`config.mk`:
```
export PLATFORM = sky130hd
export DESIGN_NAME = noaa_mote_stats
export DESIGN_NICKNAME = d
export VERILOG_FILES = /design/src/rtl/noaa_pkg.sv /design/src/rtl/noaa_isqrt.sv /design/src/rtl/noaa_mote_stats.sv
export SDC_FILE = /design/constraint.sdc
export NUM_CORES = 2
export LEC_CHECK = 0
export ABC_AREA = 1
export CAP_MARGIN = 10
export CORE_MARGIN = 1
export CORE_UTILIZATION = 50
export CTS_CLUSTER_SIZE = 24
export DETAILED_ROUTE_END_ITERATION = 8
export MAX_ROUTING_LAYER = met4
export PLACE_DENSITY = 0.78
export SETUP_SLACK_MARGIN = 0.1
export SLEW_MARGIN = 10
export SYNTH_ARGS = -nofsm -noshare
export SYNTH_HDL_FRONTEND = slang
export SYNTH_SLANG_ARGS = --single-unit
export TNS_END_PERCENT = 5
```
`constraint.sdc`:
```
create_clock -name CLK -period 31.9 [get_ports CLK]
set_input_delay 4.785 -clock CLK [delete_from_list [all_inputs] [get_ports CLK]]
set_output_delay 4.785 -clock CLK [all_outputs]
set_load 0.01 [all_outputs]
```
`src/rtl/noaa_pkg.sv`:
```
// Shared widths and mode encodings for the mote statistics engine.
package noaa_pkg;

  localparam int unsigned N      = 8;
  localparam int unsigned W      = 12;
  localparam int unsigned LOG2N  = $clog2(N);
  localparam int unsigned SUM_W  = W + LOG2N;
  localparam int unsigned SQ_W   = 2 * W + LOG2N;
  localparam int unsigned SQIN_W = 2 * W;
  localparam int unsigned VAR_W  = 2 * SUM_W;
  localparam int unsigned CNT_W  = $clog2(N + 1);

  localparam logic MODE_AVG = 1'b0;
  localparam logic MODE_SD  = 1'b1;

endpackage

```
`src/rtl/noaa_isqrt.sv`:
```
// Combinational restoring integer square root: floor(sqrt(rad_i)).
module noaa_isqrt
  import noaa_pkg::*;
(
  input  logic [SQIN_W-1:0] rad_i,
  output logic [W-1:0]      root_o
);

  logic [W+1:0] rem;
  logic [W+1:0] trial;
  logic [W-1:0] root;

  // One result bit per iteration, radicand consumed two bits at a time from the top.
  always_comb begin
    rem   = '0;
    trial = '0;
    root  = '0;
    for (int i = int'(W) - 1; i >= 0; i--) begin
      rem   = {rem[W-1:0], rad_i[2*i +: 2]};
      trial = {root, 2'b01};
      if (rem >= trial) begin
        rem  = rem - trial;
        root = {root[W-2:0], 1'b1};
      end else begin
        root = {root[W-2:0], 1'b0};
      end
    end
    root_o = root;
  end

endmodule

```
`src/rtl/noaa_mote_stats.sv`:
```
// Sliding-window mean / standard deviation over the last N temperature samples.
module noaa_mote_stats
  import noaa_pkg::*;
(
  input  logic         CLK,
  input  logic         RESET,
  input  logic         MODE,
  input  logic [W-1:0] TN,
  output logic         SAMPLE,
  output logic         DONE,
  output logic [W-1:0] AVG_SD
);

  logic [W-1:0]       win_q [N];
  logic [LOG2N-1:0]   ptr_q;
  logic [SUM_W-1:0]   sum_q,   sum_d;
  logic [SQ_W-1:0]    sumsq_q, sumsq_d;
  logic [CNT_W-1:0]   cnt_q,   cnt_d;
  logic               mode_q;
  logic               sample_q;
  logic               done_q,  done_d;
  logic [W-1:0]       avg_q,   avg_d;

  logic [W-1:0]       evicted;
  logic [SQIN_W-1:0]  tn_sq;
  logic [SQIN_W-1:0]  ev_sq;
  logic [W-1:0]       mean;
  logic [VAR_W-1:0]   n_sumsq;
  logic [VAR_W-1:0]   sum_sq;
  logic [VAR_W-1:0]   var_scaled;
  logic [SQIN_W-1:0]  var_int;
  logic [W-1:0]       sd;

  // Capture stage: running sums updated by adding the new sample and removing the evicted one.
  always_comb begin
    evicted = win_q[ptr_q];
    tn_sq   = SQIN_W'(TN) * SQIN_W'(TN);
    ev_sq   = SQIN_W'(evicted) * SQIN_W'(evicted);
    sum_d   = sum_q + SUM_W'(TN) - SUM_W'(evicted);
    sumsq_d = sumsq_q + SQ_W'(tn_sq) - SQ_W'(ev_sq);
    cnt_d   = (cnt_q == CNT_W'(N)) ? cnt_q : cnt_q + CNT_W'(1);
  end

  // Output stage: exact variance as (N*SUMSQ - SUM^2) / N^2, which is never negative.
  always_comb begin
    mean       = W'(sum_q >> LOG2N);
    n_sumsq    = {sumsq_q, {LOG2N{1'b0}}};
    sum_sq     = VAR_W'(sum_q) * VAR_W'(sum_q);
    var_scaled = (n_sumsq >= sum_sq) ? (n_sumsq - sum_sq) : '0;
    var_int    = SQIN_W'(var_scaled >> (2 * LOG2N));
    avg_d      = (mode_q == MODE_SD) ? sd : mean;
    done_d     = (cnt_q == CNT_W'(N));
  end

  noaa_isqrt u_isqrt (
    .rad_i  (var_int),
    .root_o (sd)
  );

  // Window, sums, fill counter and result registers.
  always_ff @(posedge CLK or negedge RESET) begin
    if (!RESET) begin
      for (int i = 0; i < int'(N); i++) begin
        win_q[i] <= '0;
      end
      ptr_q    <= '0;
      sum_q    <= '0;
      sumsq_q  <= '0;
      cnt_q    <= '0;
      mode_q   <= MODE_AVG;
      sample_q <= 1'b0;
      done_q   <= 1'b0;
      avg_q    <= '0;
    end else begin
      win_q[ptr_q] <= TN;
      ptr_q        <= ptr_q + LOG2N'(1);
      sum_q        <= sum_d;
      sumsq_q      <= sumsq_d;
      cnt_q        <= cnt_d;
      mode_q       <= MODE;
      sample_q     <= 1'b1;
      done_q       <= done_d;
      avg_q        <= avg_d;
    end
  end

  assign SAMPLE = sample_q;
  assign DONE   = done_q;
  assign AVG_SD = avg_q;

endmodule

```
==> results.tsv <==
stage	metric	value	unit
logic_synthesis	Synth Area per Inst	7.91	um2
die	horizontal die dimension	243	um
critical_path	Worst setup SP type	flop	
clock_network	Setup Buffers After CTS	0	
critical_path	crit path to	AVG_SD[0]$_DFF_PN0_	
global_route	largest net degree at the start of global routing	107	
logic_synthesis	synthesized cell area	29100	um2
clock_network	Max Root-Sink Buffers	2	
critical_path	r2r setup slk	3380	ps
min_path	worst hold path class	flop to flop	
finish	synth-to-layout area growth	5.25	%
critical_path	Critical-path top delay cell	dfrtp_1	
timing	Fmax	35.1	MHz
routing	drt via density	5.19	
finish	nets	4394	
clock_network	CTS H-tree lvls	4	
die	Core Region	57600	um2
clock_network	CTS Hold Bufs	0	
logic_synthesis	Synth top cells by count	920 x inv_1, 782 x nand2_1, 379 x fa_1, 343 x ha_1, 182 x o21ai_0	
critical_path	Critical path origin	sum_q[1]$_DFF_PN0_	
routing	highest routed layer	met4	
critical_path	Crit path largest cell delay	770	ps
logic_synthesis	post-synth top area share	0.261	
logic_synthesis	Syn. warnings	0	
timing	final worst clock skew	20.9	ps
die	chip height	243	um
clock_network	CTS tree	built	
routing	drc violations	0	
timing	Slew @ Worst Pin	1010	ps
timing	Final Max Tran Viols	0	
critical_path	R2R depth	160	
global_route	GRT Total Usage	0.258	
routing	Routed Antenna Nets	0	
timing	Final WS setup	3380	ps
flow_run	total of max-cap violations	0	
placed_design	routability congestion estimate	0.965	
placed_design	DP HPWL	56900	um
logic_synthesis	Async S/R FF share, synth	1.00	
finish	# fillers	5242	
finish	FF+latch area	4000	um2
routing	total detailed-routing wirelength	70500	um
placed_design	Inst Count DP	4403	
global_route	vias in the first global route	23400	
die	io pins	29	
logic_synthesis	Yosys reg bits	160	
logic_synthesis	most frequent cell after synthesis	inv_1	
critical_path	CP arrival	28870	ps
clock_network	CTS clock-pin slew for the worst setup and hold paths	80	ps
timing	Period minus WS final	28520	ps
routing	wire per inst	15.9	um
global_route	GRT overflow	0	
critical_path	FF-to-FF End	AVG_SD[0]$_DFF_PN0_	
critical_path	crit path max fanout	20	
die	row count	88	
routing	Detail Route met3 WL	4150	um
global_route	first-pass GRT wire length	119000	um
clock_network	total CTS buffers	17	
routing	met2 wire length	33100	um
timing	Rel. slew slack	0.327	
clock_network	Clock Sink Count	160	
finish	share of cells above drive strength 1	0.0545	
die	Initial Util	0.505	
critical_path	reg2reg start	sum_q[1]$_DFF_PN0_	
logic_synthesis	Synth Flop Type	dfrtp_1	
routing	DR pass1 iterations	6	
finish	number of diodes	0	
logic_synthesis	Net Count, Synth	4411	
timing	RSZ-0062 raised after global routing	no	
logic_synthesis	ranking of synthesized cells by area	fa_1 26%, ha_1 15%, dfrtp_1 14%	
timing	Min Hold Slack	482	ps
status	outcome	completed	
global_route	initial antenna violation count	0	
critical_path	critical path required time	32250	ps
timing	setup_tns	0	ps
routing	via count	23000	
clock_network	worst-skew pair later-pin latency	470	ps
die	die area	59100	um2
logic_synthesis	post-synth top area cell	fa_1	
routing	M1 wire length	31500	um
clock_network	CTS resizes	0	
critical_path	most used cell, CP	nand2_1	
clock_network	Root Driver	clkbuf_16	
timing	Setup violations, final	0	
placed_design	Post-Place Worst Slack	3680	ps
critical_path	Crit. End Element	flop	
routing	DRT iter0 DRCs	1706	
logic_synthesis	synthesized netlist cell count	3674	
finish	multi-input logic area	21100	um2
critical_path	Crit Path Class	flop to flop	
logic_synthesis	Post-synth EDFFs	0	
placed_design	Port Buffer Count	28	
timing	period utilisation layout	0.894	
logic_synthesis	Synth cell types	69	
logic_synthesis	register area share after synthesis	0.138	
timing	final hold violations	0	
finish	Final Instance Count excl. Fillers	4435	
-- cell families (layout without fill, tap and decap cells) --
kind of cell / Yosys count / after routing / share of synthesized area
muxes: 12 / 12 / 0.00413
xor gates and xnor gates: 145 / 145 / 0.0437
buffers and inverters: 1032 / 1028 / 0.138
DFF: 160 / 160 / 0.138
other: 1 / 1 / 0.000129
and+or+nand+nor: 1174 / 1174 / 0.182
AOI/OAI and AO/OA: 428 / 428 / 0.0852
adders and majority gates: 722 / 722 / 0.409
-- how the worst min path moves through the flow --
stage,slack [ps],cells past startpoint,start,to
after CTS,480,1,cnt_q[3]$_DFFE_PN0N_,cnt_q[3]$_DFFE_PN0N_
after global routing,510,2,win_q[6]$_DFFE_PN0P_,win_q[6]$_DFFE_PN0P_
after detailed placement,460,1,cnt_q[3]$_DFFE_PN0N_,cnt_q[3]$_DFFE_PN0N_
after floorplan,450,1,cnt_q[3]$_DFFE_PN0N_,cnt_q[3]$_DFFE_PN0N_
after global placement,460,1,cnt_q[3]$_DFFE_PN0N_,cnt_q[3]$_DFFE_PN0N_
final,480,1,cnt_q[3]$_DFFE_PN0N_,cnt_q[3]$_DFFE_PN0N_
-- critical path: cells and delay by family, from the launching register on --
| kind | cells | cell delay, ps |
|---|---|---|
| xor gates and xnor gates | 1 | 160 |
| DFF | 1 | 770 |
| adders and majority gates | 19 | 7030 |
| buffers and inverters | 20 | 2470 |
| and+or+nand+nor | 71 | 8900 |
| AOI/OAI and AO/OA | 47 | 8390 |
| muxes | 2 | 610 |
-- sequential cells by signal, indices dropped and copies added (netlist names) --
| register | flops |
|---|---|
| win_q | 96 |
| sumsq_q | 27 |
| sum_q | 15 |
| AVG_SD | 12 |
| cnt_q | 4 |
| ptr_q | 3 |
| DONE | 1 |
| SAMPLE | 1 |
| mode_q | 1 |
-- placed cells by master, fill, tap and decap left out, types with 10 or more instances in the layout --
cell type	n
o21ai_1	10
o21bai_1	17
nand2_2	38
nor2_4	10
nand3_2	14
nor2_1	123
nand4_1	27
fa_1	379
a22o_1	13
inv_2	15
a21oi_1	132
xnor2_1	67
o21ai_0	182
ha_1	343
mux2i_1	12
nand3_1	100
nor2_2	13
dfrtp_1	160
clkdlybuf4s50_1	27
buf_4	15
nor3_1	16
clkbuf_16	17
clkinv_1	12
xor2_1	78
nand3_4	10
inv_1	920
nand2_4	10
a221oi_1	17
nand2_1	782
-- through the flow --
stage	cell area, um2	util
after floorplan	29100	-
after global placement	30000	0.521
after detailed placement	30000	0.521
after CTS	30600	0.531
after global routing	30600	0.531
final	30600	0.531
-- routing by layer --
metal,vias to the layer above,GRT usage
met5,-,-
met4,0,0.0679
met3,120,0.0257
met1,11000,0.345
met2,722,0.417
li1,11100,-
-- final cells by class --
class                           count  share of cell area
Multi-Input combinational cell   2482               0.688
Sequential cell                   160               0.131
Inverter                          953               0.117
Tap cell                          765              0.0313
Clock buffer                       18              0.0144
Timing Repair Buffer               43              0.0129
Clock inverter                     14             0.00487
Power is not shown: default switching activity piles up to over one toggle a cycle in this logic, so the estimate is an artifact.
